File: src/rtl/turn_sequencer.sv
// Purpose : initiator side of the turn handshake; follows the line, debounces nodes, replays a stored list of turn codes.
// Latency : outputs are registered and reflect the state entered on the previous clk_50 edge (node -> start is one cycle after the last debounce sample).
// Backpr. : the executor throttles us through done; we hold start/turn until done or timeout, and input strobes are dropped outside the states that accept them.
//
// Ports: clk_50/rst (sync, active-high); cmd_wr/cmd_data/cmd_clr load and clear the turn list;
//        go starts or replays a run; sensor_l/m/r are the line sensors; done comes from the turn executor;
//        start/turn drive the executor; busy/finished/error report run status; cmd_full/cmd_count/node_count are counters.
module turn_sequencer #(
    parameter int DEPTH        = 16,
    parameter int NODE_DEB     = 4,
    parameter int TURN_TIMEOUT = 50000000
) (
    input  logic                         clk_50,
    input  logic                         rst,
    input  logic                         cmd_wr,
    input  logic [2:0]                   cmd_data,
    input  logic                         cmd_clr,
    input  logic                         go,
    input  logic                         sensor_l,
    input  logic                         sensor_m,
    input  logic                         sensor_r,
    input  logic                         done,
    output logic                         start,
    output logic [2:0]                   turn,
    output logic                         busy,
    output logic                         finished,
    output logic                         error,
    output logic                         cmd_full,
    output logic [$clog2(DEPTH+1)-1:0]   cmd_count,
    output logic [$clog2(DEPTH+1)-1:0]   node_count
);
    localparam int AW = (DEPTH > 1) ? $clog2(DEPTH) : 1;
    localparam int CW = $clog2(DEPTH + 1);
    // deb only needs to hold 0..NODE_DEB-1: the NODE_DEB-th sample fires the node directly.
    localparam int DW = (NODE_DEB > 1) ? $clog2(NODE_DEB) : 1;

    localparam logic [CW-1:0] CNT_ONE  = CW'(1);
    localparam logic [CW-1:0] CNT_FULL = CW'(DEPTH);
    localparam logic [DW-1:0] DEB_ONE  = DW'(1);
    localparam logic [DW-1:0] DEB_LAST = DW'(NODE_DEB - 1);
    localparam logic [25:0]   TMO_LAST = 26'(TURN_TIMEOUT - 1);

    localparam logic [2:0] T_STOP = 3'b000;
    localparam logic [2:0] T_FWD  = 3'b001;
    localparam logic [2:0] T_MAX  = 3'b100;

    typedef enum logic [2:0] {
        S_IDLE,
        S_FOLLOW,
        S_TURN,
        S_FINISHED,
        S_ERROR
    } state_t;

    state_t          state, state_nxt;
    logic [2:0]      store [DEPTH];
    logic [CW-1:0]   rd_ptr, rd_ptr_nxt;
    logic [CW-1:0]   cmd_count_nxt, node_count_nxt;
    logic [2:0]      cmd, cmd_nxt;
    logic [DW-1:0]   deb, deb_nxt;
    logic            armed, armed_nxt;
    logic [25:0]     timer, timer_nxt;
    logic            wr_en;
    logic            start_nxt, busy_nxt, finished_nxt, error_nxt, cmd_full_nxt;
    logic [2:0]      turn_nxt;
    logic            all_high;
    logic [2:0]      rd_code;

    assign all_high = sensor_l & sensor_m & sensor_r;
    assign rd_code  = store[rd_ptr[AW-1:0]];

    always_comb begin
        state_nxt      = state;
        rd_ptr_nxt     = rd_ptr;
        cmd_nxt        = cmd;
        deb_nxt        = deb;
        armed_nxt      = armed;
        timer_nxt      = timer;
        cmd_count_nxt  = cmd_count;
        node_count_nxt = node_count;
        wr_en          = 1'b0;

        case (state)
            S_IDLE: begin
                if (cmd_clr) begin
                    cmd_count_nxt  = '0;
                    node_count_nxt = '0;
                end else if (go && (cmd_count != '0)) begin
                    state_nxt      = S_FOLLOW;
                    rd_ptr_nxt     = '0;
                    node_count_nxt = '0;
                    armed_nxt      = 1'b0;
                    deb_nxt        = '0;
                end else if (cmd_wr && !cmd_full && (cmd_data <= T_MAX)) begin
                    wr_en         = 1'b1;
                    cmd_count_nxt = cmd_count + CNT_ONE;
                end
            end
            S_FOLLOW: begin
                if (!all_high) begin
                    // Leaving the line pattern proves we are off the previous node.
                    armed_nxt = 1'b1;
                    deb_nxt   = '0;
                end else if (armed) begin
                    if (deb == DEB_LAST) begin
                        cmd_nxt        = rd_code;
                        node_count_nxt = node_count + CNT_ONE;
                        deb_nxt        = '0;
                        if (rd_code == T_STOP) begin
                            state_nxt = S_FINISHED;
                        end else begin
                            state_nxt = S_TURN;
                            timer_nxt = '0;
                        end
                    end else begin
                        deb_nxt = deb + DEB_ONE;
                    end
                end
            end
            S_TURN: begin
                // done is checked first so it wins over a timeout in the same cycle.
                if (done) begin
                    rd_ptr_nxt = rd_ptr + CNT_ONE;
                    if ((rd_ptr + CNT_ONE) == cmd_count) begin
                        state_nxt = S_FINISHED;
                    end else begin
                        state_nxt = S_FOLLOW;
                        armed_nxt = 1'b0;
                        deb_nxt   = '0;
                    end
                end else if (timer == TMO_LAST) begin
                    state_nxt = S_ERROR;
                end else begin
                    timer_nxt = timer + 26'd1;
                end
            end
            S_FINISHED: begin
                if (cmd_clr) begin
                    state_nxt      = S_IDLE;
                    cmd_count_nxt  = '0;
                    node_count_nxt = '0;
                end else if (go) begin
                    state_nxt      = S_FOLLOW;
                    rd_ptr_nxt     = '0;
                    node_count_nxt = '0;
                    armed_nxt      = 1'b0;
                    deb_nxt        = '0;
                end
            end
            S_ERROR: begin
                if (cmd_clr) begin
                    state_nxt      = S_IDLE;
                    cmd_count_nxt  = '0;
                    node_count_nxt = '0;
                end
            end
            default: state_nxt = S_IDLE;
        endcase

        // Outputs decoded from the next state so the registered copies track the state register.
        start_nxt    = (state_nxt == S_TURN);
        busy_nxt     = (state_nxt == S_FOLLOW) || (state_nxt == S_TURN);
        finished_nxt = (state_nxt == S_FINISHED);
        error_nxt    = (state_nxt == S_ERROR);
        cmd_full_nxt = (cmd_count_nxt == CNT_FULL);
        case (state_nxt)
            S_FOLLOW: turn_nxt = T_FWD;
            S_TURN:   turn_nxt = cmd_nxt;
            default:  turn_nxt = T_STOP;
        endcase
    end

    always_ff @(posedge clk_50) begin
        if (rst) begin
            state      <= S_IDLE;
            rd_ptr     <= '0;
            cmd        <= T_STOP;
            deb        <= '0;
            armed      <= 1'b0;
            timer      <= '0;
            cmd_count  <= '0;
            node_count <= '0;
            start      <= 1'b0;
            turn       <= T_STOP;
            busy       <= 1'b0;
            finished   <= 1'b0;
            error      <= 1'b0;
            cmd_full   <= 1'b0;
        end else begin
            state      <= state_nxt;
            rd_ptr     <= rd_ptr_nxt;
            cmd        <= cmd_nxt;
            deb        <= deb_nxt;
            armed      <= armed_nxt;
            timer      <= timer_nxt;
            cmd_count  <= cmd_count_nxt;
            node_count <= node_count_nxt;
            start      <= start_nxt;
            turn       <= turn_nxt;
            busy       <= busy_nxt;
            finished   <= finished_nxt;
            error      <= error_nxt;
            cmd_full   <= cmd_full_nxt;
            if (wr_en) begin
                store[cmd_count[AW-1:0]] <= cmd_data;
            end
        end
    end
endmodule

File: config.mk
export PLATFORM = sky130hd
export DESIGN_NAME = turn_sequencer
export DESIGN_NICKNAME = d
export VERILOG_FILES = /design/src/rtl/turn_sequencer.sv
export SDC_FILE = /design/constraint.sdc
export NUM_CORES = 1
export LEC_CHECK = 0
export BUFFER_PORTS_ARGS = -buffer_cell sky130_fd_sc_hd__buf_2
export CELL_PAD_IN_SITES_DETAIL_PLACEMENT = 1
export CELL_PAD_IN_SITES_GLOBAL_PLACEMENT = 2
export CORE_AREA = 2 2 115 117
export CTS_CLUSTER_SIZE = 8
export DETAILED_ROUTE_END_ITERATION = 7
export DIE_AREA = 0 0 117 119
export PLACE_DENSITY = 0.84
export SKIP_LAST_GASP = 1
export SLEW_MARGIN = 15
export SYNTH_ARGS = -nofsm -noshare
export SYNTH_HDL_FRONTEND = slang
export SYNTH_SLANG_ARGS = --single-unit
File: constraint.sdc
create_clock -name clk_50 -period 3.3 [get_ports clk_50]
set_input_delay 0.33 -clock clk_50 [delete_from_list [all_inputs] [get_ports clk_50]]
set_output_delay 0.33 -clock clk_50 [all_outputs]
set_load 0.01 [all_outputs]
# Word level (Yosys, flattened, before mapping)
# Memory sizes are Yosys's and may differ from the RTL's. A register that Yosys moved wholly into a read port is not among the register bits.
# Index checks and enable logic that the tools add are counted.
[classes] mux=70 n_reduce_logical=18 order_cmp=1 n_bitwise=2 add_sub_neg=5 eq_ne=29
[op_table] operator="2-to-1 mux 26 bit" count=6
[op_table] operator="2-to-1 mux 5 bit" count=15
[op_table] operator="case mux 26 bit (2 select lines)" count=1
[op_table] operator="2-to-1 mux 3 bit" count=14
[op_table] operator="inequality test 2 bit (second input constant)" count=14
[op_table] operator="adder 26 x 1 -> 26 bit (second input constant)" count=1
[op_table] operator="equality test 26 bit (second input constant)" count=1
[op_table] operator="2-to-1 mux 2 bit" count=10
[op_table] operator="case mux 5 bit (4 select lines)" count=1
[op_table] operator="AND reduction 8 bit" count=2
[op_table] operator="adder 5 x 1 -> 5 bit (second input constant)" count=3
[op_table] operator="2-to-1 mux 1 bit" count=15
[op_table] operator="case mux 3 bit (5 select lines)" count=1
[op_table] operator="case mux 5 bit (3 select lines)" count=1
[op_table] operator="AND reduction 7 bit" count=2
[op_table] operator="equality test 3 x 2 -> 1 bit (second input constant)" count=4
[op_table] operator="case mux 5 bit (2 select lines)" count=1
[op_table] operator="inequality test 3 bit (second input constant)" count=3
[op_table] operator="2-to-1 mux 4 bit" count=2
[op_table] operator="case mux 2 bit (4 select lines)" count=1
[op_table] operator="nonzero test 4 bit" count=2
[op_table] operator="equality test 3 x 1 -> 1 bit (second input constant)" count=2
[op_table] operator="equality test 3 bit (second input constant)" count=2
[op_table] operator="logical NOT 3 bit" count=2
[op_table] operator="16 further kinds" count=19
[totals] reg_bits=58 mem_count=1 ram_bits=48 out_inout_bits=18
[mem_list] name="store" words=16 width=3 read_ports=1 rd_clocked_by_memory_dff=1 wr=1 line="56" rtl="logic [2:0] store [DEPTH];"

# Longest topological paths before layout
[depth] word_depth=10 depth_mapped=9 ltp_nobuf=9

# Worst setup path after synthesis
# Ideal clock, no wire load.
[synth_path] kind="reg-to-reg" startpoint="register cmd_count[0]" endpoint="memory store[0][0], enable pin" path_stages_with_launch=9 path_slack_ns=0.511 arrival_ns=2.444 path_cell_list="dfxtp_1 inv_1 ha_1 or4b_1 a2111oi_4 and2_1 nor2b_1 nand2_1 nor3_1"
[synth_between] elab_chain_len=8
[synth_lines] element="start: declaration" line="29" rtl="output logic [$clog2(DEPTH+1)-1:0] cmd_count,"
[synth_lines] element="start signal: assignment" line="196" rtl="cmd_count <= cmd_count_nxt;"
[synth_lines] element="nonzero test 5 bit" line="88" rtl="end else if (go && (cmd_count != '0)) begin"
[synth_lines] element="logical AND 1 bit" line="88"
[synth_lines] element="2-to-1 mux 1 bit" line="88"
[synth_lines] element="2-to-1 mux 1 bit" line="85" rtl="if (cmd_clr) begin"
[synth_lines] element="2-to-1 mux 1 bit" line="83" rtl="case (state)"
[synth_lines] element="2-to-1 mux 1 bit" line="204" rtl="if (wr_en) begin"
[synth_lines] element="2-to-1 mux 1 bit" line="174" rtl="if (rst) begin"
[synth_lines] element="2-to-1 mux 1 bit (not written as such)" line="205" rtl="store[cmd_count[AW-1:0]] <= cmd_data;"
[synth_lines] element="end: declaration" line="56"
# Several ways; a longest one is shown, not always the timed one.

# Final worst setup path
[layout_path] startpoint="register cmd_count[0]" endpoint="memory store[1][0], enable pin"
# The elaborated chain is that of the path after synthesis.

==> impl_metrics.env <==
export IMPL_syn2layout_area_growth_pct=13.7
export IMPL_postCtsSetupBuffers=0
export IMPL_p_int_w=0.00198
export IMPL_async_reset_ff_share_pct=0
export IMPL_clk_latency_ps=370
export IMPL_ctsResizeCount=0
export IMPL_synth_ff_type="dfxtp_1"
export IMPL_p_sw_share_pct=23.9
export IMPL_antenna_found_initial=0
export IMPL_synth_xor_area_share_pct=5.25
export IMPL_via_per_inst=5.44
export IMPL_grt_max_degree=33
export IMPL_wl_met1_um=5870
export IMPL_clkSinkCount=110
export IMPL_core_mm2=0.0129
export IMPL_combinationalPowerShare_pct=3.2
export IMPL_synth_most_common_cell="dfxtp_1"
export IMPL_p_seq_share_pct=54.5
export IMPL_avgSynthCellArea_um2=10.7
export IMPL_synth_simple_gate_area_share_pct=19.1
export IMPL_finalSetupTns_ps=0
export IMPL_clockBufferDepth=2
export IMPL_top_layer="met4"
export IMPL_maxCapViolations=0
export IMPL_die_w_um=117
export IMPL_p_total_w=0.00261
export IMPL_die_area_mm2=0.0139
export IMPL_finalSetupViolCount=0
export IMPL_worst_setup_path_end_kind="flop"
export IMPL_synth_seq_cells=110
export IMPL_ir_worst_vdd_mv=0.280
export IMPL_cts_root_buf="clkbuf_16"
export IMPL_synth_cell_types=60
export IMPL_synth_edf_count=48
export IMPL_drc_errors=0
export IMPL_ant_nets=0
export IMPL_cp_start_kind="flop"
export IMPL_cts_max_level=3
export IMPL_seq_area_frac_synth_pct=53.6
export IMPL_synth_area_mm2=0.00501
export IMPL_synthTopCellsByCount="dfxtp_1 (62), nor2_1 (61), edfxtp_1 (48)"
export IMPL_rows=42
export IMPL_fin_crit_sh_pct=91.5
export IMPL_synth_top_family_by_area="simple AND/OR/NAND/NOR gates"
export IMPL_yosysTopAreaCellShare_pct=28.8
export IMPL_dpl_hpwl_um=8970
export IMPL_grt_usage_pct=19.2
export IMPL_path_clk_slew_ps=70
export IMPL_crit_arrival_ps=3050
export IMPL_status="finished clean"
export IMPL_detailed_place_area_mm2=0.00538
export IMPL_yosys_warnings=0
export IMPL_synth_adder_area_share_pct=2.00
export IMPL_met3_length_um=296
export IMPL_grt_pass1_wl_um=20400
export IMPL_holdCritPathClass="primary input to flop"
export IMPL_p_clk_share_pct=42.3
export IMPL_portBuffers=29
export IMPL_synth_area_mux_share_pct=6.65
export IMPL_power_leakage_nw=2.01
export IMPL_crit_fanout=6
export IMPL_synth_fp_nets=488
export IMPL_grt_pass1_vias=3901
export IMPL_fmax_mhz=331
export IMPL_skew_ps=8.44
export IMPL_synthTopCellsByArea="edfxtp_1 (29%), dfxtp_1 (25%), mux4_2 (5.8%)"
export IMPL_finalHoldViolCount=0
export IMPL_io_pins=30
export IMPL_firstDrtPassIters=4
export IMPL_rsz0062_at_grt="false"
export IMPL_gp_routability_congestion=0.820
export IMPL_design_area_mm2=0.00569
export IMPL_cts_tree="done"
export IMPL_worstSetupPathType="flop to flop"
export IMPL_vias=3722
export IMPL_synth_compound_area_share_pct=10.7
export IMPL_worstPathRequired_ps=3330
export IMPL_grt_ovfl_total=0
export IMPL_ctsHoldBuffers=0
export IMPL_initial_core_util_pct=38.9
export IMPL_routed_wl_um=12500
export IMPL_post_route_min_period_ps=3020
export IMPL_tightest_slew_ps=758
export IMPL_layout_drive_gt1_share_pct=15.7
export IMPL_yosys_area_top_type="edfxtp_1"
export IMPL_met2_length_um=6140
export IMPL_slew_headroom_pct=49.0
export IMPL_nFillCells=1425
export IMPL_antenna_cells=0
export IMPL_power_switching_w=0.000622
export IMPL_final_net_count=523
export IMPL_synthCells=468
export IMPL_wire_per_inst_um=18.2
export IMPL_powerDensity_mw_per_mm2=458
export IMPL_fp_dieH_um=119
export IMPL_numCtsBuffers=9
export IMPL_slew_violations=0
export IMPL_drtIter0Drc=213
-- power groups by stage --
stage / Clock [W] / Sequential, W / Combinational, W
floorplan: 0 / 0.00145 / 0.0000425
global placement: 0 / 0.00145 / 0.0000807
detailed placement: 0 / 0.00145 / 0.0000833
CTS: 0.00112 / 0.00142 / 0.0000834
global route: 0.00118 / 0.00142 / 0.0000919
finish: 0.00110 / 0.00142 / 0.0000826
-- cells in the final DEF, fill, tap and decap left out, types with 6 or more instances in the layout --
cell type,n
nor2b_1,9
buf_4,14
a21oi_1,27
ha_1,8
xnor2_1,14
buf_2,29
inv_1,11
xor2_1,16
o21ai_0,20
and3_1,8
dfxtp_1,62
nand2_1,31
nor3_1,19
nand4_1,10
mux4_2,13
nand3_1,16
clkbuf_16,9
or3_1,6
edfxtp_1,48
nor2_1,61
-- routing by layer --
layer,track usage (%),up-vias
li1,-,1775
met1,25.3,1902
met2,32.2,32
met3,3.51,13
met4,5.74,0
met5,0,-
-- flip-flops by register name (all words and copies together), names as in the netlist, named ones only --
| name | count |
|---|---|
| node_count | 5 |
| store | 48 |
| timer | 26 |
| cmd_full | 1 |
| cmd_count | 5 |
| finished | 1 |
| start | 1 |
| deb | 2 |
| turn | 3 |
| error | 1 |
| state | 3 |
| rd_ptr | 5 |
| cmd | 3 |
| busy | 1 |
| armed | 1 |
-- final timing paths --
kind,startpoint,depth (start not counted),slack [ps],endpoint
max,cmd_count[0]$_SDFF_PP0_,8,280,store[1][0]$_DFFE_PP_
max reg2reg,cmd_count[0]$_SDFF_PP0_,8,280,store[1][0]$_DFFE_PP_
min,rst,2,240,cmd_count[0]$_SDFF_PP0_
min reg2reg,cmd[1]$_SDFF_PP0_,2,480,cmd[1]$_SDFF_PP0_
-- area by class of cell --
class                      count  area, µm²  share of cell area (%)
inverter                      11       41.3                   0.725
timing repair buffer          43        250                    4.40
clock buffer                   9        225                    3.96
sequential                   110       2680                    47.1
multi-input combinational    328       2200                    38.6
clock inverter                 7       73.8                    1.30
tap                          176        220                    3.87
-- worst max-delay path, cell delays in order, from the launching register on --
cell and delay, ps:
dfxtp_1 310, inv_1 100, ha_1 210, or4b_1 540, a2111oi_4 510, and2_1 260
nor2b_1 260, nand2_1 160, nor3_1 330
-- cells by family (layout without fill, tap and decap cells) --
family,Yosys count,in the layout
and+or+nand+nor,190,190
DFF,110,110
AOI/OAI and AO/OA,83,83
xor gates and xnor gates,30,30
buffers and inverters,30,70
muxes,17,17
adders and majority gates,8,8
-- per-stage QoR --
step / worst slack [ps] / cells / hold slack, ps / util, %
global placement: 380 / 668 / 457 / 41.8
CTS: 110 / 684 / 233 / 44.1
global route: 14.6 / 684 / 247 / 44.2
detailed placement: 180 / 668 / 465 / 41.8
floorplan: 511 / 468 / 429 / -
finish: 279 / 684 / 243 / 44.2
Note: power is estimated with default switching activity, not from simulation.
